--- src/rtl/imem_boot_loader_if.sv ---
`default_nettype none
// ---------------------------------------------------------------------------
// imem_boot_loader_if : byte-stream and instruction-memory write bundle
// Revision 1.0
// ---------------------------------------------------------------------------
interface imem_boot_loader_if #(
   parameter int ADDR_WIDTH = 8
);
   logic                  rx_valid;
   logic [7:0]            rx_data;
   logic                  rx_ready;
   logic                  imem_we;
   logic [ADDR_WIDTH-1:0] imem_addr;
   logic [31:0]           imem_wdata;

   // master: byte source plus memory sink; slave: the loader itself
   modport master (
      output rx_valid, rx_data,
      input  rx_ready, imem_we, imem_addr, imem_wdata
   );

   modport slave (
      input  rx_valid, rx_data,
      output rx_ready, imem_we, imem_addr, imem_wdata
   );
endinterface
`default_nettype wire

--- src/rtl/imem_boot_loader.sv ---
`default_nettype none
// ---------------------------------------------------------------------------
// imem_boot_loader : length-prefixed byte stream -> big-endian instruction words
// Revision 1.0
// ---------------------------------------------------------------------------
module imem_boot_loader #(
   parameter int ADDR_WIDTH = 8
) (
   input  wire               clk,
   input  wire               rst,
   input  wire               start,
   imem_boot_loader_if.slave bus,
   output logic              cpu_hold,
   output logic              busy,
   output logic              done,
   output logic              error
);
   localparam logic [16:0] c_DEPTH = 17'(2 ** ADDR_WIDTH);

   typedef enum logic [2:0] {
      S_IDLE   = 3'd0,
      S_HDR_HI = 3'd1,
      S_HDR_LO = 3'd2,
      S_DATA   = 3'd3,
      S_WRITE  = 3'd4,
      S_DONE   = 3'd5,
      S_ERR    = 3'd6
   } state_t;

   state_t                state_q, state_d;
   logic [7:0]            count_hi_q, count_hi_d;
   logic [16:0]           remaining_q, remaining_d;
   logic [ADDR_WIDTH-1:0] addr_q, addr_d;
   logic [1:0]            idx_q, idx_d;
   logic [31:0]           word_q, word_d;
   logic [16:0]           w_hdr_n;

   // full word count as it will be once the low header byte is taken
   assign w_hdr_n = {1'b0, count_hi_q, bus.rx_data};

   always_ff @(posedge clk or posedge rst) begin
      if (rst) begin
         state_q     <= S_IDLE;
         count_hi_q  <= '0;
         remaining_q <= '0;
         addr_q      <= '0;
         idx_q       <= '0;
         word_q      <= '0;
      end else begin
         state_q     <= state_d;
         count_hi_q  <= count_hi_d;
         remaining_q <= remaining_d;
         addr_q      <= addr_d;
         idx_q       <= idx_d;
         word_q      <= word_d;
      end
   end

   always_comb begin
      state_d     = state_q;
      count_hi_d  = count_hi_q;
      remaining_d = remaining_q;
      addr_d      = addr_q;
      idx_d       = idx_q;
      word_d      = word_q;

      case (state_q)
         S_IDLE, S_DONE, S_ERR: begin
            if (start) state_d = S_HDR_HI;
         end
         S_HDR_HI: begin
            if (bus.rx_valid) begin
               count_hi_d = bus.rx_data;
               state_d    = S_HDR_LO;
            end
         end
         S_HDR_LO: begin
            if (bus.rx_valid) begin
               if (w_hdr_n == '0) begin
                  state_d = S_DONE;
               end else if (w_hdr_n > c_DEPTH) begin
                  state_d = S_ERR;
               end else begin
                  state_d     = S_DATA;
                  addr_d      = '0;
                  idx_d       = '0;
                  remaining_d = w_hdr_n;
               end
            end
         end
         S_DATA: begin
            if (bus.rx_valid) begin
               word_d = {word_q[23:0], bus.rx_data};
               idx_d  = idx_q + 2'd1;
               if (idx_q == 2'd3) state_d = S_WRITE;
            end
         end
         S_WRITE: begin
            addr_d      = addr_q + ADDR_WIDTH'(1);
            remaining_d = remaining_q - 17'd1;
            state_d     = (remaining_q == 17'd1) ? S_DONE : S_DATA;
         end
         default: state_d = S_IDLE;
      endcase
   end

   // every output is a decode of registered state or a register itself
   assign bus.rx_ready   = (state_q == S_HDR_HI) || (state_q == S_HDR_LO) ||
                           (state_q == S_DATA);
   assign bus.imem_we    = (state_q == S_WRITE);
   assign bus.imem_addr  = addr_q;
   assign bus.imem_wdata = word_q;
   assign busy           = bus.rx_ready || (state_q == S_WRITE);
   assign done           = (state_q == S_DONE);
   assign error          = (state_q == S_ERR);
   assign cpu_hold       = (state_q != S_DONE);
endmodule
`default_nettype wire
--- src/flat_wrapper.sv ---
// flat-port wrapper written by rule: the top's interface ports become plain ports
module imem_boot_loader_flat 
#(
   parameter int ADDR_WIDTH = 8
)
  (clk, rst, start, cpu_hold, busy, done, error, bus_rx_valid, bus_rx_data, bus_rx_ready, bus_imem_we, bus_imem_addr, bus_imem_wdata);
  imem_boot_loader_if #(.ADDR_WIDTH(ADDR_WIDTH)) bus_i ();
  input  wire clk;
  input  wire rst;
  input  wire start;
  output logic cpu_hold;
  output logic busy;
  output logic done;
  output logic error;
  input wire logic [$bits(bus_i.rx_valid)-1:0] bus_rx_valid;
  input wire logic [$bits(bus_i.rx_data)-1:0] bus_rx_data;
  output wire logic [$bits(bus_i.rx_ready)-1:0] bus_rx_ready;
  output wire logic [$bits(bus_i.imem_we)-1:0] bus_imem_we;
  output wire logic [$bits(bus_i.imem_addr)-1:0] bus_imem_addr;
  output wire logic [$bits(bus_i.imem_wdata)-1:0] bus_imem_wdata;
  assign bus_i.rx_valid = bus_rx_valid;
  assign bus_i.rx_data = bus_rx_data;
  assign bus_rx_ready = bus_i.rx_ready;
  assign bus_imem_we = bus_i.imem_we;
  assign bus_imem_addr = bus_i.imem_addr;
  assign bus_imem_wdata = bus_i.imem_wdata;
  imem_boot_loader #(.ADDR_WIDTH(ADDR_WIDTH)) u_core (.clk(clk), .rst(rst), .start(start), .bus(bus_i), .cpu_hold(cpu_hold), .busy(busy), .done(done), .error(error));
endmodule
--- config.mk ---
export PLATFORM = sky130hd
export DESIGN_NAME = imem_boot_loader_flat
export DESIGN_NICKNAME = d
export VERILOG_FILES = /design/src/rtl/imem_boot_loader_if.sv /design/src/rtl/imem_boot_loader.sv /design/src/flat_wrapper.sv
export SDC_FILE = /design/constraint.sdc
export NUM_CORES = 1
export LEC_CHECK = 0
export ABC_AREA = 1
export BUFFER_PORTS_ARGS = -buffer_cell sky130_fd_sc_hd__buf_2
export CAP_MARGIN = 0
export CORE_MARGIN = 4
export CORE_UTILIZATION = 35
export CTS_CLUSTER_SIZE = 25
export DETAILED_ROUTE_END_ITERATION = 8
export MAX_ROUTING_LAYER = met4
export PLACE_DENSITY_LB_ADDON = 0.25
export SETUP_SLACK_MARGIN = 0.1
export SYNTH_ARGS = -nofsm -noshare
export SYNTH_HDL_FRONTEND = slang
export SYNTH_SLANG_ARGS = --single-unit
--- constraint.sdc ---
create_clock -name clk -period 3.3 [get_ports clk]
set_clock_uncertainty 0.2 [all_clocks]
set_input_delay 0 -clock clk [delete_from_list [all_inputs] [get_ports clk]]
set_output_delay 0 -clock clk [all_outputs]
set_load 0.01 [all_outputs]
==> metrics.md <==
| Metric | Value |
|---|---|
| Skew-Pair Late Insertion Delay | 360 ps |
| Slew HR | 39.0% |
| Final hold vios | 0 |
| Commonest non-fill, non-tap cell in the layout | nand2_1 |
| Vias per inst | 4.53 |
| Ys Warns | 0 |
| DR DRC count | 0 |
| Final Hold Slack | 66.5 ps |
| Multi-input gate area | 0.00150 sq mm |
| Setup Buffers After CTS | 0 |
| Critical path's largest stage delay | ~670 ps |
| Gate Count Post-Synth | 444 |
| CTS tree | done |
| Setup TNS | 0 ps |
| Storage cell area | 0.00175 sq mm |
| Core Area | 0.00973 sq mm |
| Worst-margin pin slew | 912 ps |
| Crit-path max FO | between 50 and 60 |
| Vias | 2941 |
| Max-cap violations | 0 |
| Clock-pin slew on the worst setup and hold paths | about 90 ps |
| Ratio of cells with drive above 1 in the final layout | 17.6% |
| Crit share post-route | between 70% and 80% |
| Final core utilization | 43.3% |
| Pin count of the biggest net entering global routing | 71 |
| Type of the tightest min-delay check | in2async |
| Hold_buf cts | 11 |
| Top-Level Pins | between 50 and 60 |
| Post-synthesis cell type count | 26 |
| Routed length per instance | 11.9 um |
| Crit-path cells | nor2_1 > nand2_1 > inv_1 > nand2_2 > mux2_2 |
| Drt first pass iters | 4 |
| Tmin final | ~2300 ps |
| Max Clock Freq | 0.430 GHz |
| N_diodes | 0 |
| Full die area | 0.0116 sq mm |
| Leak pwr | roughly 2.2 nW |
| Pwr/cell area | 941 mW/mm^2 |
| Number of fill cells | 1007 |
| Uppermost routed layer | met4 |
| Required time worst endpoint | 3340 ps |
| Final Non-Filler Cells | ~650 |
| Post-Route M1 WL | around 4000 um |
| WL final | 7740 um |
| RSZ-0062 raised after global routing | no |
| Placer congestion estimate | 0.828 |
| Syn Area/Cell | 7.87 sq um |
| Crit Path Class | reg2reg |
| Clock net sink count | 70 |
| Startpoint Class | flip-flop |
| DR WL met2 | ~3300 um |
| Outcome | complete, no violations |
| Clock Tree Buf Depth | 2 |
| CTS buffer count | 9 |
| Initial Util | 35.9% |
| Input/output buffers | 57 |
| Met3 wire len | 392 um |
| Number of H-tree levels | 3 |
| Final setup violation count | 0 |
| Root buf cell | clkbuf_8 |
| Die height | 108 um |
| Post-synthesis instance area | between 0.003 and 0.004 sq mm |
| Mapped Nets | 460 |
| Row count | 36 |
| # nets final | 527 |
| Vias in the first global route | approximately 2900 |
| Initial antenna violation count | 0 |
| Worst Setup End Kind | flip-flop |
| Max Slew Vio Count | 0 |
| Crit path DAT | 2360 ps |
| Slowest CP cell | nand2_2 |
| Area delta synth->final | 20.6% |
| ANT nets after route | 0 |
| Inst Count DP | 622 |
| Initial DRC count | approximately 120 |
| Peak VDD IR | 318 uV |
| Post-CTS resize count | 0 |
| First-pass GRT wire length | around 13000 um |
| Die width | 108 um |
| Most frequent cells in the layout | 140 x nand2_1, 70 x dfrtp_1, 57 x buf_2 |
| Gr usage total | 14.8% |
| Dpl hpwl | ~5300 um |
| Register area share after synthesis | 50.1% |
| Remaining Overflow, GRT | 0 |
| Synthesized flop and latch total | 70 |
worst paths after layout:
| kind | startpoint | end | slack, ps | cells past startpoint |
|---|---|---|---|---|
| max in group asynchronous | rst | u_core.bus.imem_wdata[13] | 2530 | 4 |
| min in group clk | u_core.idx_q[1] | u_core.idx_q[1] | 290 | 2 |
| min | rst | u_core.remaining_q[12] | 70 | 4 |
| max reg2reg | u_core.state_q[2] | u_core.bus.imem_wdata[24] | 980 | 5 |
| min reg2reg | u_core.idx_q[1] | u_core.idx_q[1] | 290 | 2 |
| max | u_core.state_q[2] | u_core.bus.imem_wdata[24] | 980 | 5 |
routing by layer:
metal  GRT usage (%)  vias to the layer above
met5               -                        -
met4            4.51                        0
met3            4.56                        9
met2            22.1                       61
met1            19.4                     1338
li1                -                     1533
stage by stage:
step	setup slack [ps]	area [sq um]	power (mW)
floorplan	1330	3490	2.72
global placement	1030	3890	3.20
detailed placement	979	3890	3.24
CTS	957	4220	4.01
global route	749	4220	4.34
finish	977	4220	3.97
critical path: cells and delay by family, from the launching register on:
family                 cells  cell delay, ps
multiplexers               1             410
flip-flops                 1             520
buffers and inverters      1              80
AND/OR/NAND/NOR            3             980
area by class of cell:
| type | count | area share [%] |
|---|---|---|
| Sequential cell | 70 | 41.6 |
| Multi-Input combinational cell | 314 | 35.5 |
| Timing Repair Buffer | 69 | 9.85 |
| Inverter | 47 | 4.19 |
| Tap cell | 133 | 3.95 |
| Clock buffer | 9 | 2.94 |
| Clock inverter | 7 | 2.05 |
flip-flops by register name, indices dropped and copies added (netlist names):
register               count
u_core.remaining_q        17
u_core.idx_q               2
u_core.bus.imem_addr       8
u_core.state_q             3
u_core.bus.imem_wdata     32
u_core.count_hi_q          8
cell families after synthesis:
logic type / count (synthesis) / share of synthesized area, %
AO/OA/AOI/OAI: 58 / 8.92
XOR/XNOR: 10 / 2.51
adder cells (fa/ha/maj): 4 / 1.43
buffers and inverters: 60 / 7.16
flip-flops: 70 / 50.1
multiplexers: 8 / 2.58
AND/OR/NAND/NOR: 234 / 27.3
power breakdown:
part           switching (mW)  leakage, nW  internal, mW  total (mW)
Sequential              0.327        0.886          1.24        1.57
Clock                   0.384        0.104         0.366       0.750
Combinational            1.00         1.24         0.644        1.65
Total                    1.72         2.23          2.25        3.97
cells in the mapped netlist:
library cell  count  area (sq um)
dfrtp_1          70          1750
nand4_1           1          6.26
o21ai_4           1          16.3
nand2_1         141           529
nand3_1          33           165
a21oi_1          11          55.1
nor3_1            1          5.00
o21ai_1           3          15.0
buf_2             8          40.0
xor2_1            7          61.3
nor2_4            1          11.3
o221ai_1          1          8.76
buf_6             2          22.5
nand3_4           1          17.5
o21ai_0          39           195
inv_2             2          7.51
ha_1              4          50.1
mux2_2            8          90.1
inv_1            45           169
clkbuf_1          3          11.3
nand3b_1          1          7.51
or2_2             2          12.5
xnor2_1           3          26.3
o21bai_1          2          15.0
a31oi_1           1          6.26
nor2_1           53           199
No activity file was read; power rests on OpenSTA's default activity.
